### src/rtl/nim_turn_ctrl.sv
// Four-row Nim turn controller: button edge detection, per-turn row lock,
// normal-play win detection and scoreboard pulses.
module nim_turn_ctrl #(
  parameter int R1_INIT = 1,
  parameter int R2_INIT = 3,
  parameter int R3_INIT = 5,
  parameter int R4_INIT = 7
) (
  input  logic       clk,
  input  logic       reset,
  input  logic       rowSel1,
  input  logic       rowSel2,
  input  logic       rowSel3,
  input  logic       rowSel4,
  input  logic       chPlayer,
  input  logic       newGame,
  output logic [2:0] row1_cnt,
  output logic [2:0] row2_cnt,
  output logic [2:0] row3_cnt,
  output logic [2:0] row4_cnt,
  output logic       player,
  output logic [2:0] locked_row,
  output logic       game_over,
  output logic       inc_left,
  output logic       inc_right,
  output logic       illegal
);

  typedef enum logic [1:0] {PLAY, TAKING, OVER} state_t;

  localparam logic [3:0][2:0] INIT = {3'(R4_INIT), 3'(R3_INIT), 3'(R2_INIT), 3'(R1_INIT)};
  localparam logic ALL_ZERO = (INIT == '0);
  // An all-empty board has no legal move, so the game starts already over.
  localparam state_t START = ALL_ZERO ? OVER : PLAY;

  state_t          state_q;
  logic [3:0][2:0] cnt_q;
  logic [2:0]      locked_q;
  logic            player_q, inc_left_q, inc_right_q, illegal_q;
  logic [3:0]      row_prev_q;
  logic            ch_prev_q, ng_prev_q;

  logic [3:0]      row_lv, row_ev;
  logic            ch_ev, ng_ev;
  logic [1:0]      idx;
  logic            single_ev, row_ok;
  logic [3:0][2:0] cnt_d;

  assign row_lv = {rowSel4, rowSel3, rowSel2, rowSel1};
  assign row_ev = row_lv & ~row_prev_q;
  assign ch_ev  = chPlayer & ~ch_prev_q;
  assign ng_ev  = newGame & ~ng_prev_q;

  always_comb begin
    idx = 2'd0;
    for (int k = 0; k < 4; k++)
      if (row_ev[k]) idx = 2'(k);
  end

  assign single_ev = $onehot(row_ev);
  // In TAKING only the locked row may be touched; PLAY accepts any non-empty row.
  assign row_ok = single_ev && (cnt_q[idx] != 3'd0) &&
                  ((state_q == PLAY) || (locked_q == {1'b0, idx} + 3'd1));

  always_comb begin
    cnt_d = cnt_q;
    cnt_d[idx] = cnt_q[idx] - 3'd1;
  end

  always_ff @(posedge clk) begin
    if (reset) begin
      state_q     <= START;
      cnt_q       <= INIT;
      locked_q    <= 3'd0;
      player_q    <= 1'b0;
      inc_left_q  <= 1'b0;
      inc_right_q <= 1'b0;
      illegal_q   <= 1'b0;
      row_prev_q  <= 4'hf;
      ch_prev_q   <= 1'b1;
      ng_prev_q   <= 1'b1;
    end else begin
      row_prev_q  <= row_lv;
      ch_prev_q   <= chPlayer;
      ng_prev_q   <= newGame;
      inc_left_q  <= 1'b0;
      inc_right_q <= 1'b0;
      illegal_q   <= 1'b0;
      if (ng_ev) begin
        // Player already holds the loser after a finished game, so it is kept.
        state_q  <= START;
        cnt_q    <= INIT;
        locked_q <= 3'd0;
      end else if (state_q != OVER) begin
        if (row_ev != 4'd0) begin
          if (row_ok) begin
            cnt_q <= cnt_d;
            if (cnt_d == '0) begin
              state_q     <= OVER;
              locked_q    <= 3'd0;
              inc_left_q  <= ~player_q;
              inc_right_q <= player_q;
              player_q    <= ~player_q;
            end else begin
              state_q  <= TAKING;
              locked_q <= {1'b0, idx} + 3'd1;
            end
          end else begin
            illegal_q <= 1'b1;
          end
        end else if (ch_ev) begin
          if (state_q == TAKING) begin
            state_q  <= PLAY;
            locked_q <= 3'd0;
            player_q <= ~player_q;
          end else begin
            illegal_q <= 1'b1;
          end
        end
      end
    end
  end

  assign row1_cnt   = cnt_q[0];
  assign row2_cnt   = cnt_q[1];
  assign row3_cnt   = cnt_q[2];
  assign row4_cnt   = cnt_q[3];
  assign player     = player_q;
  assign locked_row = locked_q;
  assign game_over  = (state_q == OVER);
  assign inc_left   = inc_left_q;
  assign inc_right  = inc_right_q;
  assign illegal    = illegal_q;

endmodule
### config.mk
export PLATFORM = sky130hd
export DESIGN_NAME = nim_turn_ctrl
export DESIGN_NICKNAME = d
export VERILOG_FILES = /design/src/rtl/nim_turn_ctrl.sv
export SDC_FILE = /design/constraint.sdc
export NUM_CORES = 1
export LEC_CHECK = 0
export CAP_MARGIN = 5
export CORE_MARGIN = 10
export CORE_UTILIZATION = 35
export CTS_CLUSTER_DIAMETER = 200
export DETAILED_ROUTE_END_ITERATION = 6
export PLACE_DENSITY = 0.63
export SYNTH_ARGS = -nofsm -noshare
export SYNTH_HDL_FRONTEND = slang
export SYNTH_SLANG_ARGS = --single-unit
### constraint.sdc
create_clock -name clk -period 4 [get_ports clk]
set_input_delay 0.8 -clock clk [delete_from_list [all_inputs] [get_ports clk]]
set_output_delay 0.8 -clock clk [all_outputs]
set_load 0.03 [all_outputs]
# [Word level (Yosys, flattened, before mapping)]
# Index checks and enable logic that the tools add are counted.
[totals] out_inout_bits=20 word_cells=82 in_bits=8 ff_bits=27
[classes] n_mux=27 bitwise=12 eq_ne=7 n_addsub=5 n_reduce_logical=16 magnitude_cmp=2
[op_table] cell="$mux 3" count=7
[op_table] cell="$mux 2" count=7
[op_table] cell="$bwmux 12" count=1
[op_table] cell="$logic_not 12->1" count=1
[op_table] cell="$mux 1" count=10
[op_table] cell="$not 1->1" count=8
[op_table] cell="$bmux 3 s2" count=1
[op_table] cell="$demux 3 s2" count=1
[op_table] cell="$reduce_and 6->1" count=1
[op_table] cell="$reduce_or 6->1" count=1
[op_table] cell="$add 1x1->2" count=2
[op_table] cell="$and 4x4->4" count=1
[op_table] cell="$ne 2x2->1 const B" count=2
[op_table] cell="$not 4->4" count=1
[op_table] cell="$reduce_and 4->1" count=1
[op_table] cell="$reduce_bool 2->1" count=2
[op_table] cell="$reduce_bool 4->1" count=1
[op_table] cell="$add 2x1->3 const B" count=1
[op_table] cell="$add 2x2->3" count=1
[op_table] cell="$eq 3x1->1 const B" count=1
[op_table] cell="$eq 3x3->1" count=1
[op_table] cell="$logic_and 1x1->1" count=3
[op_table] cell="$lt 2x3->1 const B" count=1
[op_table] cell="$reduce_and 3->1" count=1
[op_table] cell="other kinds (11)" count=12

# [Logic depth before layout (Yosys ltp)]
[depth] depth_word=14 depth_mapped=17 mapped_depth_nobuf=13

# [Least setup slack after synthesis]
# OpenSTA, ideal clock, no wires.
[synth_path] path_kind="input to register" startpoint="input rowSel2" endpoint="register player_q, in the netlist player" setup_time_ns=0.123 n_path_buf=0 arrival_ns=3.771 path_stages=13 slack_ns=0.106 required_ns=3.877 path_cell_list="nor2b_1 -> inv_1 -> nor2_1 -> a221oi_1 -> a2bb2oi_1 -> ha_1 -> ha_1 -> nand2_1 -> or4_4 -> a21oi_2 -> o221ai_2 -> a221oi_2 -> mux2_1"
[synth_via] elab_chain_cells=12 elab_cells_between_ends=30 classes_between="4 x add/sub; 2 x order compare; 4 x eq/ne; 9 x mux; 1 x bitwise; 10 x reduce/logical"
[synth_rtl] element="start, declared" line="12" source="input logic rowSel2,"
[synth_rtl] element="$and 4x4->4 (*)" line="50" source="assign row_ev = row_lv & ~row_prev_q;"
[synth_rtl] element="$mux 1" line="57" source="if (row_ev[k]) idx = 2'(k);"
[synth_rtl] element="$mux 2 (2 in a row)" line="57"
[synth_rtl] element="$lt 2x3->1 (implied by the code) or $ge 2x1->1 (tied branches)" line="67" source="cnt_d[idx] = cnt_q[idx] - 3'd1;"
[synth_rtl] element="$logic_and 1x1->1 (implied by the code)" line="67"
[synth_rtl] element="$mux 3 (implied by the code)" line="67"
[synth_rtl] element="$demux 3 s2" line="67"
[synth_rtl] element="$bwmux 12" line="67"
[synth_rtl] element="$logic_not 12->1" line="98" source="if (cnt_d == '0) begin"
[synth_rtl] element="$ne 2x1->1 (no line)"
[synth_rtl] element="$reduce_and 6->1 (no line)"
[synth_rtl] element="end signal, assigned" line="103" source="player_q <= ~player_q;"
[synth_rtl] element="end signal, assigned" line="115" source="player_q <= ~player_q;"
[synth_rtl] element="end, declared" line="39" source="logic player_q, inc_left_q, inc_right_q, illegal_q;"
# Every way passes the cells marked *; elsewhere a longest branch is shown, timed or not. The select of a mux whose other input is x is not followed.
# A chain may end at the register's enable or synchronous reset.

# [Final worst setup path]
[layout_path] startpoint="input rowSel3" endpoint="register player_q, in the netlist player"
[layout_via] elab_chain_cells=11 elab_cells_between_ends=29 classes_between="4 x add/sub; 2 x order compare; 4 x eq/ne; 8 x mux; 1 x bitwise; 10 x reduce/logical"
[layout_rtl] element="start, declared" line="13" source="input logic rowSel3,"
[layout_rtl] element="$and 4x4->4 (*)" line="50"
[layout_rtl] element="$mux 2 (2 in a row)" line="57"
[layout_rtl] element="$lt 2x3->1 (implied by the code) or $ge 2x1->1 (tied branches)" line="67"
[layout_rtl] element="$logic_and 1x1->1 (implied by the code)" line="67"
[layout_rtl] element="$mux 3 (implied by the code)" line="67"
[layout_rtl] element="$demux 3 s2" line="67"
[layout_rtl] element="$bwmux 12" line="67"
[layout_rtl] element="$logic_not 12->1" line="98"
[layout_rtl] element="$ne 2x1->1 (no line)"
[layout_rtl] element="$reduce_and 6->1 (no line)"
# Marks and branches as above.

==> flow_metrics.env <==
export IMPL_status="finished, final reports clean"
export IMPL_die_w_um=84.3
export IMPL_dp_final_hpwl_um=3450
export IMPL_gp_congestion=0.968
export IMPL_grt_util_met2=0.194
export IMPL_portBuffers=27
export IMPL_cp_start_kind="primary input"
export IMPL_finalPower_mw=0.597
export IMPL_syn_nets=182
export IMPL_start_util=0.362
export IMPL_most_common_layout_cells="dfxtp_1 (27), clkdlybuf4s50_1 (27), buf_4 (24), nor2_1 (15), nand3_1 (12)"
export IMPL_mappedNetlistArea_um2=1450
export IMPL_critPathArrivalTime_ps=3950
export IMPL_cts_buffer_depth=2
export IMPL_drv_cap=0
export IMPL_yosys_warnings=0
export IMPL_dieArea_um2=7110
export IMPL_finalCritPeriodShare=0.942
export IMPL_cts_sinks=27
export IMPL_ys_ff_latch=27
export IMPL_vias_per_cell=5.62
export IMPL_post_dp_cell_area_um2=1910
export IMPL_nets=229
export IMPL_wirelength_um=4480
export IMPL_final_area_um2=1970
export IMPL_firstDrtPassIters=4
export IMPL_hold_viol_final=0
export IMPL_htree_num_levels=1
export IMPL_fin_setup_tns_ps=0
export IMPL_drt_iter0_drc=184
export IMPL_hold_path_class="reg -> reg"
export IMPL_synth_flop_cell="dfxtp_1"
export IMPL_critPathBufInv=2
export IMPL_cpPeakStageDelay_ps=480
export IMPL_wl_per_cell_um=17.0
export IMPL_grt_max_degree=20
export IMPL_overflow=0
export IMPL_finClkSkew_ps=4.98
export IMPL_cts_tree="done"
export IMPL_clock_fmax_ghz=0.265
export IMPL_worst_ep_required_time_ps=4180
export IMPL_drive_above_1_share=0.210
export IMPL_powerDensity_nw_per_um2=303
export IMPL_grt_use_total=0.124
export IMPL_path_cells="clkdlybuf4s50_1 > nand2b_1 > buf_4 > nand2_1 > o22ai_1 > nand2_1 > o221ai_1 > ha_1 > ha_1 > nand2_1 > or4_4 > a21oi_2 > o221ai_2 > a221oi_2 > mux2_1"
export IMPL_synthCells=168
export IMPL_use_met3=0.0193
export IMPL_grt_pass1_wl_um=7460
export IMPL_fp_row_count=23
export IMPL_grt_setup_unrepaired="no"
export IMPL_cpMaxStageDelayCell="clkdlybuf4s50_1"
export IMPL_grt_pass1_vias=1463
export IMPL_yosysSeqAreaShare=0.373
export IMPL_synth_cell_types=51
export IMPL_antenna_found_initial=0
export IMPL_chipHeight_um=84.3
export IMPL_drcViolationCount=0
export IMPL_crit_path_end_kind="flip-flop"
export IMPL_num_antenna_cells=0
export IMPL_met1_usage=0.161
export IMPL_power_leakage_nw=0.748
export IMPL_cp_common_cell="nand2_1"
export IMPL_clkSlewWorstSetupHoldPaths_ps=100
export IMPL_insertion_delay_ps=280
export IMPL_cp_max_fo=9
export IMPL_cts_buffers=3
export IMPL_syn_avg_cell_area_um2=8.62
export IMPL_vias=1483
export IMPL_grt_most_used_layer="met2"
export IMPL_syn2layout_area_growth_pct=36.1
export IMPL_cp_top_family="compound AO/OA/AOI/OAI gates"
export IMPL_io_pins=28
export IMPL_relSlewSlack=0.599
export IMPL_async_flop_share=0
export IMPL_post_cts_buffers=0
export IMPL_synth_edf_count=0
export IMPL_core_um2=4000
export IMPL_tightest_slew_ps=600
export IMPL_drtAntennaViolNets=0
export IMPL_peakVddDrop_uv=210
export IMPL_root_buffer="clkbuf_8"
export IMPL_setup_violations=0
export IMPL_slew_violations=0
export IMPL_period_needed_ps=3770
export IMPL_r2r_setup_slack_ps=860
export IMPL_crit_type="in -> reg"
## cell usage after synthesis, types with 3 or more instances
cell type / n / area [µm²]
a21oi_1: 7 / 35.0
a211oi_1: 3 / 22.5
buf_2: 3 / 15.0
nor4_1: 4 / 25.0
inv_1: 7 / 26.3
nand2_1: 8 / 30.0
nand3_1: 12 / 60.1
nor2b_1: 3 / 18.8
a221oi_1: 3 / 26.3
ha_1: 5 / 62.6
nand4_1: 4 / 25.0
nor3_1: 4 / 20.0
or2_2: 7 / 43.8
dfxtp_1: 27 / 541
o21ai_0: 8 / 40.0
nand2b_1: 3 / 18.8
nor2_1: 15 / 56.3
o211ai_1: 4 / 30.0
a31oi_1: 3 / 18.8
## final timing paths
check / start / to / cells after the start
hold / removal: player / inc_left / 1
setup reg to reg: row_prev_q[2] / player / 14
setup / recovery: rowSel3 / player / 15
hold reg to reg: player / inc_left / 1
## layer usage
layer | wire, µm | share of wire
met1 | 2030 | 0.45
met5 | 0 | 0
met3 | 242 | 0.054
met4 | 81 | 0.018
met2 | 2120 | 0.47
## cell type report
class                      instances  area [µm²]
fill                             379        2030
tap                               50        62.6
inverter                           9        36.3
clock inverter                     1        5.00
sequential                        27         541
clock buffer                       3        41.3
multi-input combinational        123         835
timing repair buffer              51         450
## stage by stage
stage / worst slack, ps / cells / util / hold slack [ps]
after floorplan: 106 / 168 / - / 478
after global placement: -41.9 / 260 / 0.478 / 460
after detailed placement: -144 / 260 / 0.478 / 468
after CTS: 151 / 264 / 0.490 / 484
after global routing: 0.298 / 264 / 0.493 / 520
final: 231 / 264 / 0.493 / 485
## cell families (layout without fill, tap and decap cells)
family | Yosys count | after routing | share of synthesized area
mux | 1 | 1 | 0.00778
fa+ha+maj | 6 | 6 | 0.0570
compound gates | 48 | 48 | 0.245
simple gates | 68 | 68 | 0.258
flops | 27 | 27 | 0.373
buf+inv | 18 | 64 | 0.0588
## registers in the layout, indices dropped and copies added (netlist names), 2 cells and up
register,cells
locked_row,3
row1_cnt,3
row2_cnt,3
row3_cnt,3
row4_cnt,3
row_prev_q,4
state_q,2
## power breakdown
group | internal [mW] | switching [mW] | total (mW)
sequential | 0.278 | 0.00905 | 0.287
clock | 0.0702 | 0.0916 | 0.162
combinational | 0.0648 | 0.0827 | 0.148
total | 0.413 | 0.183 | 0.597
## what timing repair did
item	in CTS	in global routing
hold buffers	0	0
hold endpoints to repair	0	0
gates resized for setup	0	3
setup endpoints to repair	0	5
Power figures use the tool's default switching activity.
